===== config.mk =====
export PLATFORM = sky130hd
export DESIGN_NAME = adc_ad4003_mc_reader
export DESIGN_NICKNAME = d
export VERILOG_FILES = /design/src/rtl/adc_ad4003_pkg.sv /design/src/rtl/adc_ad4003_ch_sr.sv /design/src/rtl/adc_ad4003_mc_reader.sv
export SDC_FILE = /design/constraint.sdc
export NUM_CORES = 1
export LEC_CHECK = 0
export ABC_CLOCK_PERIOD_IN_PS = 6790
export BUFFER_PORTS_ARGS = -buffer_cell sky130_fd_sc_hd__buf_2
export CAP_MARGIN = 40
export CORE_UTILIZATION = 59
export CTS_CLUSTER_DIAMETER = 120
export CTS_CLUSTER_SIZE = 24
export DETAILED_ROUTE_END_ITERATION = 10
export PLACE_DENSITY = 0.95
export SYNTH_ARGS = -nofsm -noshare
export SYNTH_HDL_FRONTEND = slang
export SYNTH_HIERARCHICAL = 1
export SYNTH_SLANG_ARGS = --single-unit

===== constraint.sdc =====
create_clock -name adc_read_clk -period 6.79 [get_ports adc_read_clk]
set_clock_uncertainty 0.05 [all_clocks]
set_input_delay 0.679 -clock adc_read_clk [delete_from_list [all_inputs] [get_ports adc_read_clk]]
set_output_delay 0.679 -clock adc_read_clk [all_outputs]
set_load 0.1 [all_outputs]

===== src/rtl/adc_ad4003_pkg.sv =====
// Shared FSM encoding, default timing constants and helpers for the
// multi-channel AD4003 reader.
package adc_ad4003_pkg;

  typedef enum logic [2:0] {
    ST_IDLE  = 3'd0,
    ST_CONV  = 3'd1,
    ST_WAIT  = 3'd2,
    ST_READ  = 3'd3,
    ST_LATCH = 3'd4
  } state_t;

  localparam int unsigned DEF_N_CHANNELS      = 4;
  localparam int unsigned DEF_ADC_DATA_WIDTH  = 18;
  localparam int unsigned DEF_OUT_WIDTH       = 32;
  localparam int unsigned DEF_CNV_HIGH_CYCLES = 4;
  localparam int unsigned DEF_TCONV_CYCLES    = 24;

  function automatic int unsigned max3(input int unsigned a,
                                       input int unsigned b,
                                       input int unsigned c);
    int unsigned m;
    m = (a > b) ? a : b;
    return (m > c) ? m : c;
  endfunction

endpackage


===== src/rtl/adc_ad4003_ch_sr.sv =====
// One SDO channel: MSB-first shift register and sign-extended output word.
module adc_ad4003_ch_sr
  import adc_ad4003_pkg::*;
#(
  parameter int unsigned ADC_DATA_WIDTH = DEF_ADC_DATA_WIDTH,
  parameter int unsigned OUT_WIDTH      = DEF_OUT_WIDTH
) (
  input  logic                  adc_read_clk,
  input  logic                  rstn,
  input  logic                  shift_en,
  input  logic                  latch_en,
  input  logic                  sdo,
  output logic [OUT_WIDTH-1:0]  data
);

  logic [ADC_DATA_WIDTH-1:0] sr;
  logic [ADC_DATA_WIDTH-1:0] sr_nxt;

  // The output word is loaded from the post-shift value so that the final
  // SDO bit lands in the same edge that enters LATCH.
  always_comb begin
    sr_nxt = (sr << 1) | ADC_DATA_WIDTH'(sdo);
  end

  always_ff @(posedge adc_read_clk or negedge rstn) begin
    if (!rstn) begin
      sr   <= '0;
      data <= '0;
    end else begin
      if (shift_en) sr <= sr_nxt;
      if (latch_en) data <= OUT_WIDTH'($signed(sr_nxt));
    end
  end

endmodule


===== src/rtl/adc_ad4003_mc_reader.sv =====
// Multi-channel AD4003 reader: CNV pulse, conversion wait, gated-SCK read of
// N parallel SDO lines, sign-extended latch with a one-cycle valid strobe.
module adc_ad4003_mc_reader
  import adc_ad4003_pkg::*;
#(
  parameter int unsigned N_CHANNELS      = DEF_N_CHANNELS,
  parameter int unsigned ADC_DATA_WIDTH  = DEF_ADC_DATA_WIDTH,
  parameter int unsigned OUT_WIDTH       = DEF_OUT_WIDTH,
  parameter int unsigned CNV_HIGH_CYCLES = DEF_CNV_HIGH_CYCLES,
  parameter int unsigned TCONV_CYCLES    = DEF_TCONV_CYCLES,
  parameter int          TCQ             = 1
) (
  input  logic                            adc_read_clk,
  input  logic                            rstn,
  input  logic                            start,
  input  logic                            free_run,
  input  logic                            overrun_clr,
  input  logic [N_CHANNELS-1:0]           adc_sdo,
  output logic                            adc_cnv,
  output logic                            adc_sck_en,
  output logic [N_CHANNELS*OUT_WIDTH-1:0] adc_data,
  output logic                            data_valid,
  output logic                            busy,
  output logic                            overrun
);

  localparam int unsigned CNT_MAX = max3(CNV_HIGH_CYCLES, TCONV_CYCLES, ADC_DATA_WIDTH);
  localparam int unsigned CNT_W   = $clog2(CNT_MAX + 1);

  // TCQ stays on the parameter list so existing instantiations still bind;
  // the registers themselves carry no delay.
  if (OUT_WIDTH < ADC_DATA_WIDTH || CNV_HIGH_CYCLES < 1 || TCONV_CYCLES < 1 ||
      ADC_DATA_WIDTH < 1 || N_CHANNELS < 1 || TCQ < 0) begin : g_bad_params
    $error("adc_ad4003_mc_reader: illegal parameter combination");
  end

  state_t           state;
  logic [CNT_W-1:0] cnt;
  logic             shift_en;
  logic             latch_en;

  assign shift_en = (state == ST_READ);
  assign latch_en = (state == ST_READ) && (cnt == CNT_W'(ADC_DATA_WIDTH - 1));

  always_ff @(posedge adc_read_clk or negedge rstn) begin
    if (!rstn) begin
      state      <= ST_IDLE;
      cnt        <= '0;
      adc_cnv    <= 1'b0;
      adc_sck_en <= 1'b0;
      data_valid <= 1'b0;
      busy       <= 1'b0;
      overrun    <= 1'b0;
    end else begin
      data_valid <= 1'b0;

      // Set wins over clear so a collision never loses an overrun event.
      if (start && (state != ST_IDLE))
        overrun <= 1'b1;
      else if (overrun_clr)
        overrun <= 1'b0;

      case (state)
        ST_IDLE: begin
          if (start || free_run) begin
            state   <= ST_CONV;
            cnt     <= '0;
            adc_cnv <= 1'b1;
            busy    <= 1'b1;
          end
        end
        ST_CONV: begin
          if (cnt == CNT_W'(CNV_HIGH_CYCLES - 1)) begin
            state   <= ST_WAIT;
            cnt     <= '0;
            adc_cnv <= 1'b0;
          end else begin
            cnt <= cnt + CNT_W'(1);
          end
        end
        ST_WAIT: begin
          if (cnt == CNT_W'(TCONV_CYCLES - 1)) begin
            state      <= ST_READ;
            cnt        <= '0;
            adc_sck_en <= 1'b1;
          end else begin
            cnt <= cnt + CNT_W'(1);
          end
        end
        ST_READ: begin
          if (cnt == CNT_W'(ADC_DATA_WIDTH - 1)) begin
            state      <= ST_LATCH;
            cnt        <= '0;
            adc_sck_en <= 1'b0;
            data_valid <= 1'b1;
          end else begin
            cnt <= cnt + CNT_W'(1);
          end
        end
        ST_LATCH: begin
          state <= ST_IDLE;
          busy  <= 1'b0;
        end
        default: begin
          state      <= ST_IDLE;
          cnt        <= '0;
          adc_cnv    <= 1'b0;
          adc_sck_en <= 1'b0;
          busy       <= 1'b0;
        end
      endcase
    end
  end

  for (genvar g = 0; g < N_CHANNELS; g++) begin : g_ch
    adc_ad4003_ch_sr #(
      .ADC_DATA_WIDTH (ADC_DATA_WIDTH),
      .OUT_WIDTH      (OUT_WIDTH)
    ) u_ch_sr (
      .adc_read_clk (adc_read_clk),
      .rstn         (rstn),
      .shift_en     (shift_en),
      .latch_en     (latch_en),
      .sdo          (adc_sdo[g]),
      .data         (adc_data[g*OUT_WIDTH +: OUT_WIDTH])
    );
  end

endmodule


Word level (Yosys, flattened, before mapping)
Cells that the tools add are included.
- bitwise operators: 8
- reductions and logical operators: 14
- equal/unequal tests: 11
- multiplexer cells: 21
- add/sub/neg operators: 1
- operator list (kind ; number):
    $or 18x1->18 ; 4
    $pmux 5 s5 ; 1
    $mux 5 ; 4
    $mux 3 ; 4
    $pmux 3 s4 ; 1
    $eq 5x5->1 const B ; 2
    $reduce_or 3->1 ; 3
    $mux 1 ; 8
    $ne 2x2->1 const B ; 4
    $eq 3x2->1 const B ; 2
    $pmux 1 s3 ; 2
    $reduce_and 3->1 ; 2
    $add 5x1->5 const B ; 1
    $eq 5x2->1 const B ; 1
    $not 1->1 ; 4
    $reduce_and 2->1 ; 2
    $reduce_and 4->1 ; 1
    $eq 3x1->1 const B ; 1
    $eq 3x3->1 const B ; 1
    $logic_not 3->1 ; 1
    $reduce_bool 3->1 ; 1
    $logic_and 1x1->1 ; 2
    $pmux 1 s2 ; 1
    $reduce_bool 2->1 ; 1
    $logic_or 1x1->1 ; 1
- input port bits: 9
- output and inout port bits: 133
- logic and storage cells: 70
- register bits after elaboration: 153

Logic depth before layout (Yosys ltp)
- depth in word-level cells: 4
- depth in mapped cells: 8
- mapped depth without buffers: 6

Modules after synthesis
The synthesis kept the hierarchy.
- modules (own cells, without submodules) (module ; area an instance (um^2) ; sequential area each (um^2) ; times used ; cells each):
    adc_ad4003_ch_sr ; 1512.7 ; 875.8 ; 4 ; 88
    adc_ad4003_mc_reader ; 734.5 ; 325.3 ; 1 ; 77

Least setup slack after synthesis
OpenSTA, ideal clock, no wires.
- kind: register to register
- from: reg cnt[1]
- to: reg g_ch[0].u_ch_sr.data[10]
- arrival: 2.554 ns
- setup time: 0.126 ns
- stages on the path, launching flop included: 9
- path slack: 4.060 ns
- clock period less this slack: 2.730 ns
- buffers on the path: 2
- data required time: 6.614 ns
- cells stage by stage: dfrtp_1 inv_1 ha_1 nand2_1 or4b_2 nor3b_1 buf_6 buf_12 mux2_4
- longest elaborated chain between the ends: 2
- RTL lines (item ; line ; source):
    from (decl) ; adc_ad4003_mc_reader.sv:38 ; logic [CNT_W-1:0] cnt;
    from (signal assigned) ; adc_ad4003_mc_reader.sv:78 ; cnt <= cnt + CNT_W'(1);
    from (signal assigned) ; adc_ad4003_mc_reader.sv:87 ; cnt <= cnt + CNT_W'(1);
    from (signal assigned) ; adc_ad4003_mc_reader.sv:97 ; cnt <= cnt + CNT_W'(1);
    $eq 5x5->1 ; adc_ad4003_mc_reader.sv:43 ; assign latch_en = (state == ST_READ) && (cnt == CNT_W'(ADC_DATA_WIDTH - 1));
    $logic_and 1x1->1 ; adc_ad4003_mc_reader.sv:43 ;
    net latch_en ; adc_ad4003_mc_reader.sv:40 ; logic latch_en;
    to (signal assigned) ; adc_ad4003_ch_sr.sv:31 ; if (latch_en) data <= OUT_WIDTH'($signed(sr_nxt));
    to (decl) ; adc_ad4003_ch_sr.sv:13 ; output logic [OUT_WIDTH-1:0] data
The timed path passes the listed nets, and every way through them passes these cells.
A chain may end at the register's enable or synchronous reset.

Final worst setup path
- from: reg cnt[1]
- to: reg g_ch[1].u_ch_sr.data[5]
- longest elaborated chain between the ends: 2
- RTL lines (item ; line):
    $eq 5x5->1 ; adc_ad4003_mc_reader.sv:43
    $logic_and 1x1->1 ; adc_ad4003_mc_reader.sv:43
    net latch_en ; adc_ad4003_mc_reader.sv:40
    to (signal assigned) ; adc_ad4003_ch_sr.sv:31
    to (decl) ; adc_ad4003_ch_sr.sv:13
The timed path passes the listed nets, and every way through them passes these cells.

==> summary.txt <==
Outcome
  – Status: completed

Logic synthesis
  – Net count of the mapped netlist: 440
  – Simple-gate portion of the synthesized area: 2.64%
  – Top_reg_cell synth: sky130_fd_sc_hd__dfrtp_1
  – Count leader, synth: sky130_fd_sc_hd__dfrtp_1
  – Post-synthesis share of cell area spent on full adders, half adders and majority gates: 0.369%
  – #FFs+latches synth: 153
  – Number of enable-type register cells in the synthesized netlist: 0
  – Synth warnings: 6
  – Most frequent cells after synthesis: 153 x sky130_fd_sc_hd__dfrtp_1, 81 x sky130_fd_sc_hd__mux2_4, 60 x sky130_fd_sc_hd__mux2_2
  – Area share of the leading cell type in the synthesized netlist: between 50% and 60%
  – Register area share after synthesis: 56.4%
  – Largest cells by area after synthesis: sky130_fd_sc_hd__dfrtp_1 56%, sky130_fd_sc_hd__mux2_4 18%, sky130_fd_sc_hd__mux2_2 10%
  – Synthesized-area fraction occupied by ao, oa, aoi and oai cells: 1.94%
  – Per-instance average area after synthesis: approximately 16 um^2
  – Post-synthesis cell count: 429
  – Xor/xnor cell area share of the yosys netlist: 0.258%
  – Synth cell types: 33
  – Dominant combinational cell family by area after synthesis: multiplexers
  – Async SR Flop Fraction: 100%
  – Cell type contributing the most total cell area after synthesis: sky130_fd_sc_hd__dfrtp_1
  – Post-synthesis instance area: just under 7000 um^2
  – Mux cell area share after synthesis: 27.9%

Place
  – Placed wire-length estimate after detailed placement: 7130 um
  – RD Place Congestion: 0.775
  – # port buffers: between 100 and 150

Timing
  – Final Max Slew Viols: 0
  – Worst max-slew margin expressed relative to the limit: 57.4%
  – Slew at the pin with the worst max-slew slack: ~0.64 ns
  – Accumulated negative setup slack: 0 ns
  – Maximum operating frequency: 0.357 GHz
  – Number of endpoints with negative hold slack in the final report: 0
  – RSZ-0062 raised after global routing: no
  – Period utilisation layout: between 40% and 50%
  – Final critical-path required period: 2.80 ns
  – Endpoints failing setup: 0

Layout
  – Fraction of layout instances using a drive strength above 1: between 60 and 70%
  – Growth of design area from synthesis to finish: 12.9%
  – ANT cells: 0
  – Layout Nets: 529

Power
  – Proportion of power drawn by the clock network: 28.1%
  – Cell area power density: 443 nW/um^2
  – Max IR drop VDD: 0.000314 V
  – Combinational share of power: 32.5%
  – Sequential Power Share: 39.4%
  – Total leakage power: 4.14 nW
  – Internal power contribution: 2.21 mW
  – Tot Pwr: 3.39 mW
  – Power spent charging and discharging nets: about 1.2 mW
  – Fraction of power spent switching nets: around a third

CTS
  – Clock slew seen by the registers of the worst setup and hold paths: 0.06 ns
  – Clock tree from TritonCTS: done
  – Hold-fix buffers at CTS: 0
  – Clk Latency, worst-skew pair: 0.41 ns
  – Clock Root Buffer: sky130_fd_sc_hd__clkbuf_16
  – Post CTS Setup Buffer Count: 0
  – Clock Path Buffers: 2
  – CTS buffer count: 17
  – Number of clock sinks: 153
  – H-tree depth: 4
  – Resize count post-CTS: 0

Die
  – Number of core rows: 38
  – Number of ports placed on the die boundary: 142
  – Initial core utilization: 61.5%
  – DIE HEIGHT: 109 um
  – Std-Cell Core Area: 11000 um^2
  – Area of the die: 11900 um^2
  – Die Width: roughly 110 um

Setup path
  – Worst reg2reg setup slack: 3.99 ns
  – Worst r2r src: cnt[1]$_DFFE_PN0P_
  – Critical Path Fanout Max: 37
  – Type of element capturing the critical path: register
  – Required arrival time at the worst endpoint: 7.03 ns
  – Critical path start-end classification: reg2reg
  – Element type at the critical path start: register
  – End of the worst register-to-register path: g_ch[1].u_ch_sr/data[5]$_DFFE_PN0P_
  – Data arrival, critical path: approximately 3 ns
  – Logic depth of the worst register-to-register path: 7

Detailed routing
  – Drt first-iter violations: roughly 110
  – Vias per cell: approximately 5.2
  – DR vias: 3486
  – Number of nets with antenna violations after routing: 0
  – Remaining design rule violation count: 0
  – Wirelength, routed: 11100 um
  – First-pass iteration count of the detailed router: 4
  – Routed len/inst: between 15 and 20 um

Job
  – Maxcap violations: 0

Global route
  – Total gr overflow: 0
  – Vias in the first global route: 3404
  – First-pass GRT wire length: around 18000 um
  – Antenna violations before repair: 0
  – Largest net degree at the start of global routing: between 70 and 80
  – Global routing usage summed across all routing layers: 20.0%

Worst hold path
  – Class of the most critical hold timing path: in2async
## per-stage QoR
stage	instance area (um^2)	util, %	std cells	setup WS [ns]	hold WS [ns]
floorplan	6790	-	429	4.06	0.333
global placement	7010	63.5	637	4.13	0.430
detailed placement	7050	63.9	639	4.02	0.436
CTS	7660	69.4	670	4.01	0.243
global route	7660	69.4	670	3.91	0.262
finish	7660	69.4	670	3.99	0.213
## per-layer routing
layer / GRT usage [%] / routed length (um)
met4: 10.5 / 238
met3: 4.48 / 436
met2: 31.2 / 5510
met5: 0 / 0
met1: 26.1 / 4910
## critical path, cell delays in order (launching register included)
cell and delay [ns]:
sky130_fd_sc_hd__dfrtp_1 0.41, sky130_fd_sc_hd__inv_1 0.07, sky130_fd_sc_hd__ha_1 0.13, sky130_fd_sc_hd__nand2_1 0.06, sky130_fd_sc_hd__or4b_2 0.73, sky130_fd_sc_hd__nor3b_2 0.26, sky130_fd_sc_hd__buf_4 0.53, sky130_fd_sc_hd__mux2_2 0.41
## area by class of cell
type | instances | area, um^2
Timing Repair Buffer | 146 | 782
Clock inverter | 7 | 114
Fill cell | 713 | 3370
Tap cell | 140 | 175
Sequential cell | 153 | 3830
Inverter | 4 | 15.0
Multi-Input combinational cell | 196 | 2250
Clock buffer | 24 | 492
## power by group through the flow
stage	clock network, mW	logic (mW)	registers, mW
2_1_floorplan	0	0.674	1.63
3_3_place_gp	0	1.06	1.32
3_5_place_dp	0	1.10	1.34
4_1_cts	0.970	1.11	1.34
5_1_grt	1.01	1.16	1.37
6_report	0.954	1.10	1.34
## logic make-up after synthesis
group,Yosys count
AO/OA/AOI/OAI,20
XOR/XNOR,2
adder cells (fa/ha/maj),2
buffers and inverters,80
flip-flops,153
multiplexers,141
AND/OR/NAND/NOR,31
## worst max path at each step
stage | slack, ns | depth (start not counted) | start | end
6_report | 3.99 | 7 | cnt[1]$_DFFE_PN0P_ | g_ch[1].u_ch_sr/data[5]$_DFFE_PN0P_
4_1_cts | 4.01 | 7 | cnt[1]$_DFFE_PN0P_ | g_ch[1].u_ch_sr/data[5]$_DFFE_PN0P_
5_1_grt | 3.91 | 7 | cnt[1]$_DFFE_PN0P_ | g_ch[3].u_ch_sr/data[4]$_DFFE_PN0P_
2_1_floorplan | 4.06 | 8 | cnt[1]$_DFFE_PN0P_ | g_ch[0].u_ch_sr/data[10]$_DFFE_PN0P_
3_3_place_gp | 4.13 | 7 | cnt[1]$_DFFE_PN0P_ | g_ch[1].u_ch_sr/data[6]$_DFFE_PN0P_
3_5_place_dp | 4.02 | 7 | cnt[1]$_DFFE_PN0P_ | g_ch[2].u_ch_sr/data[2]$_DFFE_PN0P_
## registers in the layout (all words and copies together) (netlist names), 3 cells and up
signal and flops:
state 3, g_ch.u_ch_sr/data 72, g_ch.u_ch_sr/sr 68, cnt 5
## layout by cell type (no fill, tap or decap), drive strengths merged, types with 2 or more instances in the layout
cell type,netlist,layout
dfrtp,153,153
buf,74,146
mux2,141,141
clkbuf,2,24
o21ai,10,10
nor2,9,9
inv,4,5
nand2,4,4
nor3,3,3
clkinv,0,3
bufinv,0,3
nor3b,3,3
a22o,3,3
nor2b,2,2
nand3,2,2
xor2,2,2
a21oi,2,2
ha,2,2
or4b,2,2
or2,2,2
(Power assumes the default switching activity.)
